===== config.mk =====
export PLATFORM = sky130hd
export DESIGN_NAME = store_buffer
export DESIGN_NICKNAME = d
export VERILOG_FILES = /design/src/rtl/store_buffer_pkg.sv /design/src/rtl/sb_fifo.sv /design/src/rtl/store_buffer.sv
export SDC_FILE = /design/constraint.sdc
export NUM_CORES = 1
export LEC_CHECK = 0
export BUFFER_PORTS_ARGS = -buffer_cell sky130_fd_sc_hd__buf_4
export CAP_MARGIN = 20
export CORE_MARGIN = 1.5
export CORE_UTILIZATION = 30
export CTS_BUF_LIST = sky130_fd_sc_hd__clkbuf_2
export DETAILED_ROUTE_END_ITERATION = 7
export SYNTH_ARGS = -nofsm -noshare
export SYNTH_HDL_FRONTEND = slang
export SYNTH_SLANG_ARGS = --single-unit

===== constraint.sdc =====
create_clock -name clk -period 14.8 [get_ports clk]
set_input_delay 0.74 -clock clk [delete_from_list [all_inputs] [get_ports clk]]
set_output_delay 0.74 -clock clk [all_outputs]
set_load 0.01 [all_outputs]

===== src/rtl/store_buffer_pkg.sv =====
// rtl/store_buffer_pkg.sv - shared funct3 encodings and store-queue entry type
//
// Contents:
//   SB_ADDR_W / SB_DATA_W  entry field widths, matched to the data memory stage
//   LB..SW                 load/store funct3 encodings (instruction bits 14:12)
//   sb_entry_t             one queued store: addr, wdata, funct3, valid
package store_buffer_pkg;

    localparam int SB_ADDR_W = 9;
    localparam int SB_DATA_W = 32;

    localparam logic [2:0] LB  = 3'b000;
    localparam logic [2:0] LH  = 3'b001;
    localparam logic [2:0] LW  = 3'b010;
    localparam logic [2:0] LBU = 3'b100;
    localparam logic [2:0] LHU = 3'b101;
    localparam logic [2:0] SB  = 3'b000;
    localparam logic [2:0] SH  = 3'b001;
    localparam logic [2:0] SW  = 3'b010;

    typedef struct packed {
        logic [SB_ADDR_W-1:0] addr;
        logic [SB_DATA_W-1:0] wdata;
        logic [2:0]           funct3;
        logic                 valid;
    } sb_entry_t;

endpackage


===== src/rtl/sb_fifo.sv =====
// rtl/sb_fifo.sv - circular store queue with head/tail pointers and occupancy count
//
// Ports:
//   clk, reset      core clock, synchronous active-high reset
//   push            write push_entry at tail (ignored when full)
//   push_entry      entry to enqueue
//   pop             retire the head entry (ignored when empty)
//   entries         raw storage, for the age-ordered hazard scan in the parent
//   head            index of the oldest entry
//   full, empty     occupancy flags
module sb_fifo
    import store_buffer_pkg::*;
#(
    parameter int DEPTH = 4
) (
    input  logic                          clk,
    input  logic                          reset,
    input  logic                          push,
    input  sb_entry_t                     push_entry,
    input  logic                          pop,
    output sb_entry_t [DEPTH-1:0]         entries,
    output logic [$clog2(DEPTH)-1:0]      head,
    output logic                          full,
    output logic                          empty
);

    localparam int PTR_W = $clog2(DEPTH);

    sb_entry_t [DEPTH-1:0] mem_q;
    logic [PTR_W-1:0]      head_q;
    logic [PTR_W-1:0]      tail_q;
    logic [PTR_W:0]        count_q;
    logic                  do_push;
    logic                  do_pop;

    assign full    = (count_q == (PTR_W+1)'(DEPTH));
    assign empty   = (count_q == '0);
    assign do_push = push & ~full;
    assign do_pop  = pop & ~empty;
    assign entries = mem_q;
    assign head    = head_q;

    always_ff @(posedge clk) begin
        if (reset) begin
            head_q  <= '0;
            tail_q  <= '0;
            count_q <= '0;
            for (int i = 0; i < DEPTH; i++) begin
                mem_q[i].valid <= 1'b0;
            end
        end else begin
            // With count strictly between 0 and DEPTH, tail != head, so a
            // simultaneous push and pop never touch the same slot.
            if (do_push) begin
                mem_q[tail_q] <= push_entry;
                tail_q        <= tail_q + 1'b1;
            end
            if (do_pop) begin
                mem_q[head_q].valid <= 1'b0;
                head_q              <= head_q + 1'b1;
            end
            case ({do_push, do_pop})
                2'b10:   count_q <= count_q + 1'b1;
                2'b01:   count_q <= count_q - 1'b1;
                default: count_q <= count_q;
            endcase
        end
    end

endmodule


===== src/rtl/store_buffer.sv =====
// rtl/store_buffer.sv - store queue front-end for the data memory stage
//
// Ports:
//   clk, reset              core clock, synchronous active-high reset
//   req_valid/we/addr/wdata/funct3
//                           MEM-stage request; req_ready=0 stalls the pipeline
//   load_valid, load_data   zero-latency load result (forwarded or from dm_rd)
//   drain_req, empty        fence handshake: block requests, report queue empty
//   dm_MemRead, dm_MemWrite, dm_a, dm_wd, dm_funct3, dm_rd
//                           data memory port; loads win, stores drain when idle
module store_buffer
    import store_buffer_pkg::*;
#(
    parameter int DM_ADDRESS = SB_ADDR_W,
    parameter int DATA_W     = SB_DATA_W,
    parameter int DEPTH      = 4
) (
    input  logic                  clk,
    input  logic                  reset,
    input  logic                  req_valid,
    input  logic                  req_we,
    input  logic [DM_ADDRESS-1:0] req_addr,
    input  logic [DATA_W-1:0]     req_wdata,
    input  logic [2:0]            req_funct3,
    output logic                  req_ready,
    output logic                  load_valid,
    output logic [DATA_W-1:0]     load_data,
    input  logic                  drain_req,
    output logic                  empty,
    output logic                  dm_MemRead,
    output logic                  dm_MemWrite,
    output logic [DM_ADDRESS-1:0] dm_a,
    output logic [DATA_W-1:0]     dm_wd,
    output logic [2:0]            dm_funct3,
    input  logic [DATA_W-1:0]     dm_rd
);

    localparam int PTR_W = $clog2(DEPTH);

    sb_entry_t [DEPTH-1:0] entries;
    sb_entry_t             push_entry;
    sb_entry_t             head_entry;
    sb_entry_t             hit_entry;
    sb_entry_t             scan;
    logic [PTR_W-1:0]      head;
    logic                  fifo_full;
    logic                  fifo_empty;
    logic                  push;
    logic                  pop;
    logic                  hit;
    logic                  fwd_ok;
    logic                  is_load;
    logic                  is_store;
    logic                  rd;

    assign is_load    = req_valid & ~req_we;
    assign is_store   = req_valid & req_we;
    assign push_entry = '{addr: req_addr, wdata: req_wdata, funct3: req_funct3, valid: 1'b1};
    assign head_entry = entries[head];

    sb_fifo #(.DEPTH(DEPTH)) u_fifo (
        .clk        (clk),
        .reset      (reset),
        .push       (push),
        .push_entry (push_entry),
        .pop        (pop),
        .entries    (entries),
        .head       (head),
        .full       (fifo_full),
        .empty      (fifo_empty)
    );

    // Walk oldest to newest so the last match is the youngest conflicting store.
    always_comb begin
        hit       = 1'b0;
        hit_entry = '0;
        scan      = '0;
        for (int i = 0; i < DEPTH; i++) begin
            scan = entries[head + PTR_W'(i)];
            if (scan.valid && scan.addr[DM_ADDRESS-1:2] == req_addr[DM_ADDRESS-1:2]) begin
                hit       = 1'b1;
                hit_entry = scan;
            end
        end
    end

    // Only a full-word store to the exact address can supply a full-word load.
    assign fwd_ok = (hit_entry.addr == req_addr) && (hit_entry.funct3 == SW) &&
                    (req_funct3 == LW);

    always_comb begin
        req_ready   = 1'b0;
        load_valid  = 1'b0;
        load_data   = '0;
        rd          = 1'b0;
        dm_MemWrite = 1'b0;
        dm_a        = '0;
        dm_wd       = '0;
        dm_funct3   = '0;
        push        = 1'b0;
        pop         = 1'b0;
        if (!reset) begin
            if (is_load && !drain_req) begin
                if (!hit) begin
                    rd         = 1'b1;
                    dm_a       = req_addr;
                    dm_funct3  = req_funct3;
                    load_data  = dm_rd;
                    load_valid = 1'b1;
                    req_ready  = 1'b1;
                end else if (fwd_ok) begin
                    load_data  = hit_entry.wdata;
                    load_valid = 1'b1;
                    req_ready  = 1'b1;
                end
            end
            // full is the pre-drain occupancy: a drain this cycle frees no slot.
            if (is_store && !fifo_full && !drain_req) begin
                req_ready = 1'b1;
                push      = 1'b1;
            end
            // Any cycle without a load read lends the port to the oldest store.
            if (!rd && !fifo_empty) begin
                dm_MemWrite = 1'b1;
                dm_a        = head_entry.addr;
                dm_wd       = head_entry.wdata;
                dm_funct3   = head_entry.funct3;
                pop         = 1'b1;
            end
        end
    end

    assign dm_MemRead = rd;
    assign empty      = reset | fifo_empty;

endmodule


==> results.toml <==
[run_status]
status = "finished clean"

[synth]
synth_top_area_share_pct = 43.74
ys.flop_type = "edfxtp_1"
syn_nets = 1240
synth_cells = 1149
async_flop_share_pct = 0
ys_warn_count = 0
ys_seq_area_share_pct = 45.57
syn_area_um2 = 12080
ys_seq_elements = 187
syn_avg_cell_area_um2 = 10.51
synth_edf_count = 176
synth_cell_types = 59
synth_top_cells_by_area = "edfxtp_1 44%, mux2i_1 7.3%, mux2_2 6.2%"
yosysTopAreaCell = "edfxtp_1"

[sta]
final.min_clock_period_ns = 7.880
rsz0062_at_grt = "false"
hold_violations = 0
fin_skew_ns = 0.04605
maxSlewViolCount = 0
period_share_pct = 53.24
worstMarginPinSlew_ns = 1.135
fmax_ghz = 0.1269
setup_viol = 0
setup_tns_ns = 0
relSlewSlack_pct = 24.35
finalWorstSetupSlack_ns = 6.920

[critical_path]
cpMaxStageDelayCell = "dfxtp_4"
path_common_cell = "buf_4"
crit_buf_inv = 6
max_stage_delay_ns = 0.89
path_cells = "clkinv_1, ha_2, buf_4, mux4_2, xor2_1, a21oi_1, nand3_1, nor2_4, buf_4, nor4_4, nand2_1, inv_1, buf_4, nand2_1, o21ai_1, buf_4"
r2r_end = "u_fifo.count_q[2]"
crit_fanout = 71
r2r-start = "u_fifo.head[0]"
crit_path_end_kind = "output port"
cp.required_ns = 14.06
start_kind = "flop"
worst_r2r_path_depth = 19
crit_type = "reg2out"
cp_data_arrival_time_ns = 7.14
ff2ff_setup_slack_ns = 7.93
cpLargestDelayFamily = "buffers and inverters"

[min_path]
holdPathStages = 1
min_path_type = "in2reg"
hold_start = "req_wdata[1]"

[route]
vias = 9430
ant_nets = 0
route.detailed.drc = 0
wl_per_cell_um = 19.27
drt_iter0_markers = 871
drt-total-wl_um = 34450
via_per_inst = 5.274
drtPass1Iterations = 5

[cts]
cts-htree-levels = 4
cts.sinks = 187
clk_latency_ns = 0.79
cts_tree = "built"
cts_repair_resize_count = 0
clockRootBuffer = "clkbuf_2"
clk_pin_slew_ns = 0.28
numCtsBuffers = 17
clk_path_buf_depth = 2

[placement]
port_buffers = 161
dp_slack_ns = 7.635
dp_hpwl_um = 22350
routabilityCongestion = 0.8382

[grt]
grt_util_all_layers_pct = 16.74
grt_max_degree = 78
grt_pass1_wl_um = 53230
grt_pass1_vias = 9093
antenna_found_initial = 3
grt_overflow = 0

[power]
p_per_area_nw_per_um2 = 78.33
power_leakage_nw = 4.598
ir_drop_mv = 0.04923
p_total_mw = 1.092

[floorplan]
die_h_um = 203.7
initial_core_util_pct = 30.41
dieArea_um2 = 41490
ios = 162
rows = 73
coreArea_um2 = 39730
dieWidth_um = 203.7

[final_layout]
layout_commonest_cell = "edfxtp_1"
layout_common_cells = "176 x edfxtp_1, 174 x buf_4, 148 x nand2_1"
synthToLayoutAreaGrowth_pct = 15.40
final_layout_size_suffix_gt1_share_pct = 27.78
layout.nets = 1339

[flow_run]
cap_violations = 0
## Yosys cell counts (13+ instances only)
master / instances
o211ai_1: 25
a22oi_1: 15
inv_1: 13
nor2_1: 85
clkbuf_1: 53
or2_2: 33
mux2i_1: 88
edfxtp_1: 176
xnor2_1: 24
o21ai_1: 18
xor2_1: 15
mux4_2: 29
mux2_2: 66
a311oi_1: 16
nand3b_1: 31
nand2_1: 148
o21ai_0: 70
buf_1: 16
a21oi_1: 78
buf_2: 21
## worst max-delay path by stage
| stage | startpoint | depth (start not counted) | slack (ns) | end |
|---|---|---|---|---|
| finish | u_fifo.head[0] | 16 | 6.92 | load_data[26] |
| CTS | u_fifo.head[0] | 16 | 6.72 | load_data[26] |
| global route | u_fifo.head[0] | 15 | 6.21 | load_data[21] |
| detailed placement | u_fifo.head[0] | 16 | 7.64 | load_data[26] |
| global placement | u_fifo.head[0] | 16 | 7.89 | load_data[30] |
| floorplan | u_fifo.head[1] | 17 | 9.76 | load_data[1] |
## metal layers
metal / routed length [µm] / GRT usage [%] / vias up
met5: 0 / 0 / -
met1: 15600 / 22.86 / 4649
met2: 16460 / 27.41 / 287
met3: 1923 / 2.764 / 27
li1: - / - / 4467
met4: 472 / 4.444 / 0
## repair_timing
action | CTS | global route
endpoints found under the setup margin | 0 | 0
endpoints found under the hold margin | 0 | 4
hold buffers | 0 | 2
setup buffers | 0 | 0
## worst reg2reg max path, cell delays in order (launching register included)
cell and delay (ns):
dfxtp_4 0.89, clkinv_1 0.45, ha_2 0.43, buf_4 0.59, mux4_2 0.43, xor2_1 0.15
a21oi_1 0.06, nand3_1 0.15, nor2_4 0.05, buf_4 0.36, nor4_4 0.90, nand2_1 0.26
nand2b_2 0.75, inv_2 0.30, ha_1 0.30, inv_1 0.07, fa_1 0.17, xor2_1 0.07
or3_1 0.30, a21oi_1 0.14
## power by group
part,total [mW],switching (mW),internal (mW)
Sequential,0.593,0.0113,0.582
Clock,0.242,0.180,0.0619
Combinational,0.257,0.138,0.119
## final cells by class
| cell class | instances | area, µm² |
|---|---|---|
| repair buffers | 178 | 1381 |
| diodes | 3 | 7.507 |
| flip-flops and latches | 187 | 5513 |
| multi-input cells | 848 | 6117 |
| clock inverters | 13 | 116.4 |
| well taps | 525 | 656.9 |
| inverters | 16 | 60.06 |
| fillers | 3963 | 25790 |
| clock buffers | 18 | 90.09 |
## per-stage QoR
step / instances / cell area [µm²] / hold WS, ns / util, %
after global placement: 1750 / 13650 / 0.4870 / 34.36
final: 1788 / 13940 / 0.1308 / 35.09
after floorplan: 1149 / 12080 / 0.4646 / -
after global routing: 1787 / 13940 / 0.002343 / 35.08
after CTS: 1781 / 13860 / 0.03389 / 34.88
after detailed placement: 1750 / 13650 / 0.5097 / 34.36
## kinds of logic (layout without fill, tap and decap cells)
group           count (synthesis)  count (layout)  synth area share, %
compound gates                273             273                14.19
xor+xnor                       39              39                2.827
simple gates                  343             343                13.37
flops                         187             187                45.57
mux                           183             183                18.85
buf+inv                       114             225                4.101
fa+ha+maj                      10              10                1.098
other cells                     0               3                    0
Power figures use the tool's default switching activity.
